--- config.mk ---
export PLATFORM = sky130hd
export DESIGN_NAME = if_stage_flat
export DESIGN_NICKNAME = d
export VERILOG_FILES = /design/src/rtl/if_stage_pkg.sv /design/src/rtl/if_stage_if.sv /design/src/rtl/if_stage_fetch_fifo.sv /design/src/rtl/if_stage.sv /design/src/flat_wrapper.sv
export SDC_FILE = /design/constraint.sdc
export NUM_CORES = 1
export LEC_CHECK = 0
export BUFFER_PORTS_ARGS = -buffer_cell sky130_fd_sc_hd__buf_2
export CAP_MARGIN = 20
export CORE_UTILIZATION = 30
export DETAILED_ROUTE_END_ITERATION = 8
export REMOVE_ABC_BUFFERS = 1
export SLEW_MARGIN = 40
export SYNTH_ARGS = -nofsm -noshare
export SYNTH_HDL_FRONTEND = slang
export SYNTH_HIERARCHICAL = 1
export SYNTH_SLANG_ARGS = --single-unit
--- constraint.sdc ---
create_clock -name clk_i -period 2.5 [get_ports clk_i]
set_input_delay 0 -clock clk_i [delete_from_list [all_inputs] [get_ports clk_i]]
set_output_delay 0 -clock clk_i [all_outputs]
set_load 0.01 [all_outputs]
--- src/rtl/if_stage_pkg.sv ---
// Shared types and constants for the instruction-fetch stage.
package if_stage_pkg;

    localparam int          INSTR_W = 32;
    localparam logic [31:0] PC_STEP = 32'd4;

    // Fetch control FSM states.
    typedef enum logic [1:0] {
        IDLE,
        REQ,
        WAIT,
        DROP
    } fetch_state_e;

    // One buffered instruction together with the address it was fetched from.
    typedef struct packed {
        logic [INSTR_W-1:0] instr;
        logic [31:0]        pc;
    } fetch_entry_t;

endpackage

--- src/rtl/if_stage_if.sv ---
// Bundles the instruction-memory, decode and redirect signals of the fetch stage.
interface if_stage_if;
    import if_stage_pkg::*;

    logic               imem_req_o;
    logic [31:0]        imem_addr_o;
    logic               imem_gnt_i;
    logic               imem_rvalid_i;
    logic [INSTR_W-1:0] imem_rdata_i;

    logic               id_valid_o;
    logic               id_ready_i;
    logic [INSTR_W-1:0] id_instr_o;
    logic [31:0]        id_pc_o;

    logic               redirect_i;
    logic [31:0]        redirect_pc_i;

    // Fetch stage side.
    modport master (
        output imem_req_o, imem_addr_o,
        input  imem_gnt_i, imem_rvalid_i, imem_rdata_i,
        output id_valid_o, id_instr_o, id_pc_o,
        input  id_ready_i,
        input  redirect_i, redirect_pc_i
    );

    // Memory / decode / control side.
    modport slave (
        input  imem_req_o, imem_addr_o,
        output imem_gnt_i, imem_rvalid_i, imem_rdata_i,
        input  id_valid_o, id_instr_o, id_pc_o,
        output id_ready_i,
        output redirect_i, redirect_pc_i
    );

endinterface

--- src/rtl/if_stage_fetch_fifo.sv ---
// Two-entry buffer between instruction memory and decode; flush wins over push/pop.
module fetch_fifo
    import if_stage_pkg::*;
(
    input  logic         clk_i,
    input  logic         rst_n_i,
    input  logic         push_i,
    input  fetch_entry_t push_data_i,
    input  logic         pop_i,
    input  logic         flush_i,
    output fetch_entry_t head_o,
    output logic         full_o,
    output logic         empty_o,
    output logic [1:0]   count_o
);

    localparam int DEPTH = 2;

    fetch_entry_t mem_q [DEPTH];
    fetch_entry_t mem_d [DEPTH];
    logic         wr_ptr_q, wr_ptr_d;
    logic         rd_ptr_q, rd_ptr_d;
    logic [1:0]   count_q, count_d;
    logic         do_push, do_pop;

    // Next-state for pointers, count and storage.
    always_comb begin
        // NOTE: every always_comb output gets a default first so no path can infer a latch.
        mem_d    = mem_q;
        wr_ptr_d = wr_ptr_q;
        rd_ptr_d = rd_ptr_q;
        count_d  = count_q;
        do_pop   = pop_i && (count_q != 2'd0);
        // A full buffer still accepts a push when the head leaves in the same cycle.
        do_push  = push_i && ((count_q != 2'd2) || do_pop);

        if (flush_i) begin
            wr_ptr_d = 1'b0;
            rd_ptr_d = 1'b0;
            count_d  = 2'd0;
        end else begin
            if (do_push) begin
                mem_d[wr_ptr_q] = push_data_i;
                wr_ptr_d        = ~wr_ptr_q;
            end
            if (do_pop) begin
                rd_ptr_d = ~rd_ptr_q;
            end
            case ({do_push, do_pop})
                2'b10:   count_d = count_q + 2'd1;
                2'b01:   count_d = count_q - 2'd1;
                default: count_d = count_q;
            endcase
        end
    end

    // Buffer state registers.
    always_ff @(posedge clk_i or negedge rst_n_i) begin
        if (!rst_n_i) begin
            // NOTE: the storage is reset too, because decode must see zero instr/pc out of reset.
            for (int i = 0; i < DEPTH; i++) begin
                mem_q[i] <= '0;
            end
            wr_ptr_q <= 1'b0;
            rd_ptr_q <= 1'b0;
            count_q  <= 2'd0;
        end else begin
            // NOTE: sequential state uses non-blocking assignments so all flops update together.
            mem_q    <= mem_d;
            wr_ptr_q <= wr_ptr_d;
            rd_ptr_q <= rd_ptr_d;
            count_q  <= count_d;
        end
    end

    assign head_o  = mem_q[rd_ptr_q];
    assign full_o  = (count_q == 2'd2);
    assign empty_o = (count_q == 2'd0);
    assign count_o = count_q;

endmodule

--- src/rtl/if_stage.sv ---
// Instruction-fetch stage: one outstanding memory request, two-entry buffer to decode.
module if_stage
    import if_stage_pkg::*;
#(
    parameter logic [31:0] RESET_PC  = 32'h0000_0000,
    parameter int          BUF_DEPTH = 2
) (
    input  logic         clk_i,
    input  logic         rst_n_i,
    if_stage_if.master   bus
);

    fetch_state_e state_q, state_d;
    logic [31:0]  pc_q, pc_d;
    logic [31:0]  tag_q, tag_d;
    logic         req;
    logic         push, pop, flush;
    fetch_entry_t push_data, head;
    logic         fifo_full, fifo_empty;
    logic [1:0]   fifo_count;

    // Request gating, FSM next state, PC update and buffer control.
    always_comb begin
        state_d = state_q;
        pc_d    = pc_q;
        tag_d   = tag_q;
        push    = 1'b0;
        flush   = 1'b0;
        // No request is outstanding while in REQ, so only buffered entries limit issue.
        req     = (state_q == REQ) && (int'(fifo_count) < BUF_DEPTH);
        pop     = !fifo_empty && bus.id_ready_i;

        case (state_q)
            IDLE: state_d = REQ;
            REQ: begin
                if (req && bus.imem_gnt_i) begin
                    state_d = bus.redirect_i ? DROP : WAIT;
                    tag_d   = pc_q;
                    pc_d    = pc_q + PC_STEP;
                end
            end
            WAIT: begin
                if (bus.imem_rvalid_i) begin
                    push    = !fifo_full;
                    state_d = REQ;
                end else if (bus.redirect_i) begin
                    state_d = DROP;
                end
            end
            DROP: begin
                if (bus.imem_rvalid_i) begin
                    state_d = REQ;
                end
            end
            default: state_d = IDLE;
        endcase

        // Redirect overrides any PC step and discards both buffered and arriving data.
        if (bus.redirect_i) begin
            pc_d  = {bus.redirect_pc_i[31:2], 2'b00};
            flush = 1'b1;
            push  = 1'b0;
        end
    end

    // FSM, PC and request-tag registers.
    always_ff @(posedge clk_i or negedge rst_n_i) begin
        if (!rst_n_i) begin
            state_q <= IDLE;
            pc_q    <= RESET_PC;
            tag_q   <= RESET_PC;
        end else begin
            state_q <= state_d;
            pc_q    <= pc_d;
            tag_q   <= tag_d;
        end
    end

    assign push_data.instr = bus.imem_rdata_i;
    assign push_data.pc    = tag_q;

    fetch_fifo u_fetch_fifo (
        .clk_i       (clk_i),
        .rst_n_i     (rst_n_i),
        .push_i      (push),
        .push_data_i (push_data),
        .pop_i       (pop),
        .flush_i     (flush),
        .head_o      (head),
        .full_o      (fifo_full),
        .empty_o     (fifo_empty),
        .count_o     (fifo_count)
    );

    assign bus.imem_req_o  = req;
    assign bus.imem_addr_o = pc_q;
    assign bus.id_valid_o  = !fifo_empty;
    assign bus.id_instr_o  = head.instr;
    assign bus.id_pc_o     = head.pc;

endmodule

--- src/flat_wrapper.sv ---
// flat-port wrapper written by rule: the top's interface ports become plain ports
module if_stage_flat import if_stage_pkg::*;
#(
    parameter logic [31:0] RESET_PC  = 32'h0000_0000,
    parameter int          BUF_DEPTH = 2
)
  (clk_i, rst_n_i, bus_imem_req_o, bus_imem_addr_o, bus_imem_gnt_i, bus_imem_rvalid_i, bus_imem_rdata_i, bus_id_valid_o, bus_id_instr_o, bus_id_pc_o, bus_id_ready_i, bus_redirect_i, bus_redirect_pc_i);
  if_stage_if bus_i ();
  input  logic clk_i;
  input  logic rst_n_i;
  output wire logic [$bits(bus_i.imem_req_o)-1:0] bus_imem_req_o;
  output wire logic [$bits(bus_i.imem_addr_o)-1:0] bus_imem_addr_o;
  input wire logic [$bits(bus_i.imem_gnt_i)-1:0] bus_imem_gnt_i;
  input wire logic [$bits(bus_i.imem_rvalid_i)-1:0] bus_imem_rvalid_i;
  input wire logic [$bits(bus_i.imem_rdata_i)-1:0] bus_imem_rdata_i;
  output wire logic [$bits(bus_i.id_valid_o)-1:0] bus_id_valid_o;
  output wire logic [$bits(bus_i.id_instr_o)-1:0] bus_id_instr_o;
  output wire logic [$bits(bus_i.id_pc_o)-1:0] bus_id_pc_o;
  input wire logic [$bits(bus_i.id_ready_i)-1:0] bus_id_ready_i;
  input wire logic [$bits(bus_i.redirect_i)-1:0] bus_redirect_i;
  input wire logic [$bits(bus_i.redirect_pc_i)-1:0] bus_redirect_pc_i;
  assign bus_imem_req_o = bus_i.imem_req_o;
  assign bus_imem_addr_o = bus_i.imem_addr_o;
  assign bus_i.imem_gnt_i = bus_imem_gnt_i;
  assign bus_i.imem_rvalid_i = bus_imem_rvalid_i;
  assign bus_i.imem_rdata_i = bus_imem_rdata_i;
  assign bus_id_valid_o = bus_i.id_valid_o;
  assign bus_id_instr_o = bus_i.id_instr_o;
  assign bus_id_pc_o = bus_i.id_pc_o;
  assign bus_i.id_ready_i = bus_id_ready_i;
  assign bus_i.redirect_i = bus_redirect_i;
  assign bus_i.redirect_pc_i = bus_redirect_pc_i;
  if_stage #(.RESET_PC(RESET_PC), .BUF_DEPTH(BUF_DEPTH)) u_core (.clk_i(clk_i), .rst_n_i(rst_n_i), .bus(bus_i));
endmodule
==> results of run 1 <==
## flip-flops by register name (all words and copies together), names as in the netlist
name / flops
u_core/tag_q: 30
u_core/u_fetch_fifo/rd_ptr_q: 1
u_core/u_fetch_fifo/wr_ptr_q: 1
u_core/bus.imem_addr_o: 30
u_core/state_q: 2
u_core/u_fetch_fifo/count_o: 2
u_core/u_fetch_fifo/mem_q: 128
## cell usage in the layout (no fill, tap or decap), types with 4 or more instances in the layout
cell             n
inv_8            5
xor2_1           6
o31ai_1         14
inv_1            9
clkbuf_16       17
nand4_1         11
buf_4           24
a21oi_1         10
buf_2          162
buf_12           5
nor2b_1         11
a31oi_1          9
o21ai_0         21
dfrtp_1        193
nor3_1           7
mux2_2         169
nor2_1          20
conb_1           6
xnor2_1          8
nand2_1         32
mux2_4          49
ha_1             4
dlygate4sd3_1   65
clkinv_4         5
or4_1            8
nand3_1         19
nor4_1           6
## layout make-up
type / instances / area [sq um] / share of cell area
Timing Repair Buffer: 258 / 1770 / 0.150
Inverter: 9 / 33.8 / 0.00288
Tap cell: 390 / 488 / 0.0416
Clock inverter: 14 / 158 / 0.0134
Sequential cell: 194 / 4860 / 0.414
Multi-Input combinational cell: 443 / 4000 / 0.340
Clock buffer: 18 / 439 / 0.0374
## metrics by stage
step	power, mW	instance area, sq um	TNS (ps)	utilization
2_1_floorplan	6.23	8870	-286890	-
3_3_place_gp	7.24	10500	0	0.353
3_5_place_dp	7.32	10500	0	0.353
4_1_cts	10.3	11700	0	0.395
5_1_grt	10.7	11700	0	0.395
6_report	10.1	11700	0	0.395
## worst paths after layout
path                                                                 start                                          to  cells past startpoint
worst min register to register                 u_core/tag_q[4]$_DFFE_PN0P_                 u_core/tag_q[4]$_DFFE_PN0P_                      2
min in group clk_i                                          bus_imem_gnt_i                 u_core/tag_q[4]$_DFFE_PN0P_                      4
worst min-delay path                                               rst_n_i   u_core/u_fetch_fifo/mem_q[62]$_DFFE_PN0P_                      2
worst max register to register  u_core/u_fetch_fifo/count_o[0]$_DFFE_PN0P_  u_core/u_fetch_fifo/mem_q[106]$_DFFE_PN0P_                      6
max in group asynchronous                                          rst_n_i   u_core/u_fetch_fifo/mem_q[41]$_DFFE_PN0P_                      3
worst max-delay path            u_core/u_fetch_fifo/count_o[0]$_DFFE_PN0P_  u_core/u_fetch_fifo/mem_q[106]$_DFFE_PN0P_                      6
## what timing repair did
| item | 4_1_cts | 5_1_grt |
|---|---|---|
| resized for setup | 0 | 2 |
| endpoints found under the hold margin | 167 | 0 |
| endpoints found under the setup margin | 0 | 46 |
| hold buffers | 65 | 0 |
## routing by layer
layer / vias to the layer above / routed length, um
met1: 3089 / 10600
met2: 152 / 10500
met3: 10 / 1070
met5: - / 0
met4: 0 / 150
li1: 2947 / -
## where the power goes
group / internal [mW] / total (mW) / switching, mW
clock: 1.38 / 2.80 / 1.42
combinational: 1.69 / 2.88 / 1.19
sequential: 3.91 / 4.43 / 0.515
total: 6.98 / 10.1 / 3.13
## logic make-up (layout without fill, tap and decap cells)
kind of cell,count (synthesis),count (layout),synth area share
mux,221,221,0.294
flops,194,194,0.535
simple gates,134,134,0.0798
compound gates,64,64,0.0437
buf+inv,49,299,0.0288
xor+xnor,14,14,0.0135
fa+ha+maj,4,4,0.00551
other cells,1,6,0.000413
==> qor.txt, run 1 <==
largest net degree at the start of global routing -> 75
Required @ worst endpoint -> 2830 ps
post-CTS setup buffers -> 0
Port Buffers -> 163
unrepaired setup endpoints after global routing -> false
Crit path max-delay family -> simple AND/OR/NAND/NOR gates
Buffers & Inverters on Critical Path -> 1
post-synth cell types -> 44
via count -> 6198
Overflow after GRT -> 0
prevailing post-synth register cell -> dfrtp_1
Max Slew Vio Count -> 0
wire length per cell -> 16.8 um
num rows -> 63
static leakage -> 5.69 nW
Die Span Y -> 176 um
nets@finish -> 997
number of H-tree levels -> 4
outcome -> finished clean
1st-iter DRT viols -> 255
CP max stage cell -> dfrtp_1
relative max-transition margin -> 0.576
clk slew on worst S/H paths -> 80 ps
Starting Density -> 0.306
Synth Cell Area -> 9080 sq um
Root Buffer Master -> clkbuf_16
top-area cell type share of the netlist area -> 0.535
die width -> 176 um
Fillers -> 2857
Final Worst Setup Slack -> 232 ps
Slew @ Worst Pin -> 635 ps
hpwl dp -> 14.6 mm
Min-Delay Path Class -> input port to asynchronous set/reset pin
Total GRT Usage -> 0.149
r2r setup slk -> 230 ps
Final Setup Violations -> 0
top-count cell post-synth -> dfrtp_1
initial antenna violation count -> 0
Max Fclk -> 0.441 GHz
GRT met2 Usage -> 0.232
Hold Vio Cnt, Final -> 0
CP Cell Sequence -> nor2_1 -> nor2b_1 -> nor3b_1 -> or4b_4 -> buf_12 -> mux2_2
Top Usage Layer GRT -> met2
Post-synth EDFFs -> 0
post-route antenna net violation count -> 0
Syn Inst Count -> 681
kind of critical path -> flip-flop to flip-flop
die area -> 31000 sq um
drt first pass iters -> 4
Final Skew -> 13.7 ps
grt met3 use -> 0.0398
worst-path fanout max -> 45
first-pass GRT wire length -> 35.2 mm
DRC -> 0
I/O pin cnt -> 168
RePlAce Congestion -> 0.757
CTS sink count -> 194
synthesized area per cell -> 13.3 sq um
Seq/Total Area, Yosys -> 0.535
final WL -> 22.3 mm
top cells by area, synth -> dfrtp_1 53%, mux2_2 21%, mux2_4 8.1%, nand2_1 1.3%, o21ai_0 1.2%
slowest stage delay, CP -> 460 ps
ys async rst share -> 1.00
Max-cap violations -> 0
n_diodes -> 0
core region area -> 29700 sq um
post-DR vias/cell -> 4.67
worst vdd ir -> 0.000530 V
hold_ws -> 163 ps
ratio of cells with drive above 1 in the final layout -> 0.482
area grow syn2layout -> 29.3%
power per cell area -> 861 nW/um^2
Placement Setup Slack -> 90.8 ps
Finished Layout Cells -> 1326
cell taking the most area after synthesis -> dfrtp_1
total CTS buffers -> 17
CTS Buffer Depth -> 2
Worst setup SP type -> flip-flop
number of global-route vias before repair -> 6205
Post-synth top cells -> 194 x dfrtp_1, 169 x mux2_2, 49 x mux2_4
fin crit period -> 2270 ps
element type at the critical path end -> flip-flop
yosys warns -> 6
met1 Track Usage GR -> 0.203
Worst Path Arrival -> 2600 ps
Clock Latency Late Sink -> 450 ps
period utilization -> 0.907
CTS tree -> yes
#FFs+latches synth -> 194
Placed Cells -> 1229
No activity file was read; power rests on OpenSTA's default activity.
==> inputs of run 2 (changes only) <==
- PLACE_DENSITY_LB_ADDON: default -> 0.12
==> run 2 against run 1 <==
Against the previous run: non-clock buffer count grew 10; clock skew grew 1.3 ps; worst setup slack lost 51 ps; critical path depth grew 1; combinational power is essentially flat; cell area grew 0.70%; clock power shrank 3%; critical endpoint is now u_core/bus.imem_addr_o[13]$_DFFE_PN0P_; count of clock-buffer cells in the layout grew 1; first-iteration DRC count shrank 13%; worst hold slack lost 19 ps; sequential power is essentially flat; utilization grew 0.28 points.
==> qor.txt, run 2 (synthesis gave the netlist of run 1 again) <==
Final Setup Violations -> 0
leading cell type in the layout, fill and taps excluded -> dfrtp_1
die area -> 31000 sq um
unrepaired setup endpoints after global routing -> false
number of global-route vias before repair -> 6335
CP Cell Sequence -> inv_1 -> ha_1 -> nand4b_1 -> nor4_1 -> xnor2_1 -> o21ai_0 -> dlygate4sd3_1
Hold Vio Cnt, Final -> 0
worst vdd ir -> 0.000449 V
Clock Latency Late Sink -> 430 ps
Worst setup SP type -> flip-flop
FF-to-FF End -> u_core/bus.imem_addr_o[13]$_DFFE_PN0P_
post-route antenna net violation count -> 0
outcome -> finished clean
nets@finish -> 1007
Max Fclk -> 0.431 GHz
final WL -> 22.7 mm
Total GRT Usage -> 0.152
Required @ worst endpoint -> 2830 ps
post-DR vias/cell -> 4.64
area grow syn2layout -> 30.2%
commonest non-fill, non-tap cells in the layout -> 193 x dfrtp_1, 169 x mux2_2, 162 x buf_2
Final Worst Setup Slack -> 181 ps
fin crit period -> 2320 ps
initial antenna violation count -> 1
Fillers -> 2884
Die Span Y -> 176 um
first-pass GRT wire length -> 36.3 mm
Crit path depth -> 7
Crit path max-delay family -> simple AND/OR/NAND/NOR gates
I/O pin cnt -> 168
die width -> 176 um
Final Skew -> 14.9 ps
ratio of cells with drive above 1 in the final layout -> 0.481
period utilization -> 0.928
Min-Delay Path Class -> input port to asynchronous set/reset pin
Power Total -> 10.0 mW
Placed Cells -> 1234
Reg with most FFs -> u_core/u_fetch_fifo/mem_q
Max-cap violations -> 0
CTS Buffer Depth -> 2
worst-path fanout max -> 7
core region area -> 29700 sq um
static leakage -> 5.72 nW
drt first pass iters -> 4
hpwl dp -> 15.2 mm
Starting Density -> 0.306
power per cell area -> 848 nW/um^2
Buffers & Inverters on Critical Path -> 2
post-CTS setup buffers -> 0
CTS tree -> yes
Root Buffer Master -> clkbuf_16
Max Slew Vio Count -> 0
1st-iter DRT viols -> 221
hold_ws -> 144 ps
largest net degree at the start of global routing -> 66
element type at the critical path end -> flip-flop
DRC -> 0
max reg flops -> 128
Port Buffers -> 163
final core utilization -> 0.398
Overflow after GRT -> 0
CP max stage cell -> dlygate4sd3_1
Finished Layout Cells -> 1337
RePlAce Congestion -> 0.752
CTS sink count -> 194
number of H-tree levels -> 4
via count -> 6204
Slew @ Worst Pin -> 569 ps
relative max-transition margin -> 0.621
kind of critical path -> flip-flop to flip-flop
Reg-to-Reg Start -> u_core/state_q[1]$_DFFE_PN0P_
num rows -> 63
Worst Path Arrival -> 2640 ps
Placement Setup Slack -> 166 ps
slowest stage delay, CP -> 550 ps
worst-case reg-to-reg path depth -> 7
wire length per cell -> 17.0 um
total CTS buffers -> 17
r2r setup slk -> 180 ps
clk slew on worst S/H paths -> 80 ps
run 2: changes by cell type in the layout (fill, tap and decap cells not counted), moves of 3 or more:
cell	before	now
clkinvlp_4	0	4
dlygate4sd3_1	65	70
inv_6	1	4
clkinv_4	5	1
inv_8	5	1
buf_4	24	28
run 2: worst max path at each step:
| stage | start | end | slack (ps) |
|---|---|---|---|
| 2_1_floorplan | u_core/u_fetch_fifo/count_o[1]$_DFFE_PN0P_ | u_core/u_fetch_fifo/mem_q[10]$_DFFE_PN0P_ | -4290 |
| 3_3_place_gp | u_core/state_q[0]$_DFFE_PN0P_ | u_core/u_fetch_fifo/mem_q[123]$_DFFE_PN0P_ | 160 |
| 3_5_place_dp | u_core/state_q[0]$_DFFE_PN0P_ | u_core/u_fetch_fifo/mem_q[120]$_DFFE_PN0P_ | 170 |
| 4_1_cts | u_core/state_q[0]$_DFFE_PN0P_ | u_core/u_fetch_fifo/mem_q[120]$_DFFE_PN0P_ | 150 |
| 5_1_grt | u_core/state_q[1]$_DFFE_PN0P_ | u_core/bus.imem_addr_o[13]$_DFFE_PN0P_ | 40 |
| 6_report | u_core/state_q[1]$_DFFE_PN0P_ | u_core/bus.imem_addr_o[13]$_DFFE_PN0P_ | 180 |
run 2: repair_timing:
action | CTS | global route
resized for setup | 0 | 1
hold buffers | 70 | 0
endpoints found under the setup margin | 0 | 74
hold endpoints to repair | 155 | 0
run 2: metal layers:
layer,vias to the layer above,global-route usage,part of all wire
met4,0,0.0406,0.011
met5,-,0,0
met2,139,0.240,0.46
li1,2969,-,-
met3,12,0.0325,0.040
met1,3084,0.209,0.49
run 2: area by class of cell:
type | instances | area (sq um) | share of cell area
tap | 390 | 488 | 0.0413
clock inverter | 13 | 125 | 0.0106
multi-input combinational | 443 | 4000 | 0.338
clock buffer | 19 | 443 | 0.0375
inverter | 9 | 33.8 | 0.00286
timing repair buffer | 268 | 1880 | 0.159
sequential | 194 | 4860 | 0.411
antenna | 1 | 2.50 | 0.000212
run 2: power by group:
| group | switching, mW | internal (mW) | leakage, nW |
|---|---|---|---|
| Sequential | 0.510 | 3.92 | 2.51 |
| Clock | 1.29 | 1.42 | 0.269 |
| Combinational | 1.19 | 1.70 | 2.94 |
| Total | 2.99 | 7.03 | 5.72 |
run 2: metrics by stage:
step | TNS, ps | cell area (sq um)
floorplan | -286890 | 8870
global placement | 0 | 10500
detailed placement | 0 | 10500
CTS | 0 | 11800
global route | 0 | 11800
finish | 0 | 11800
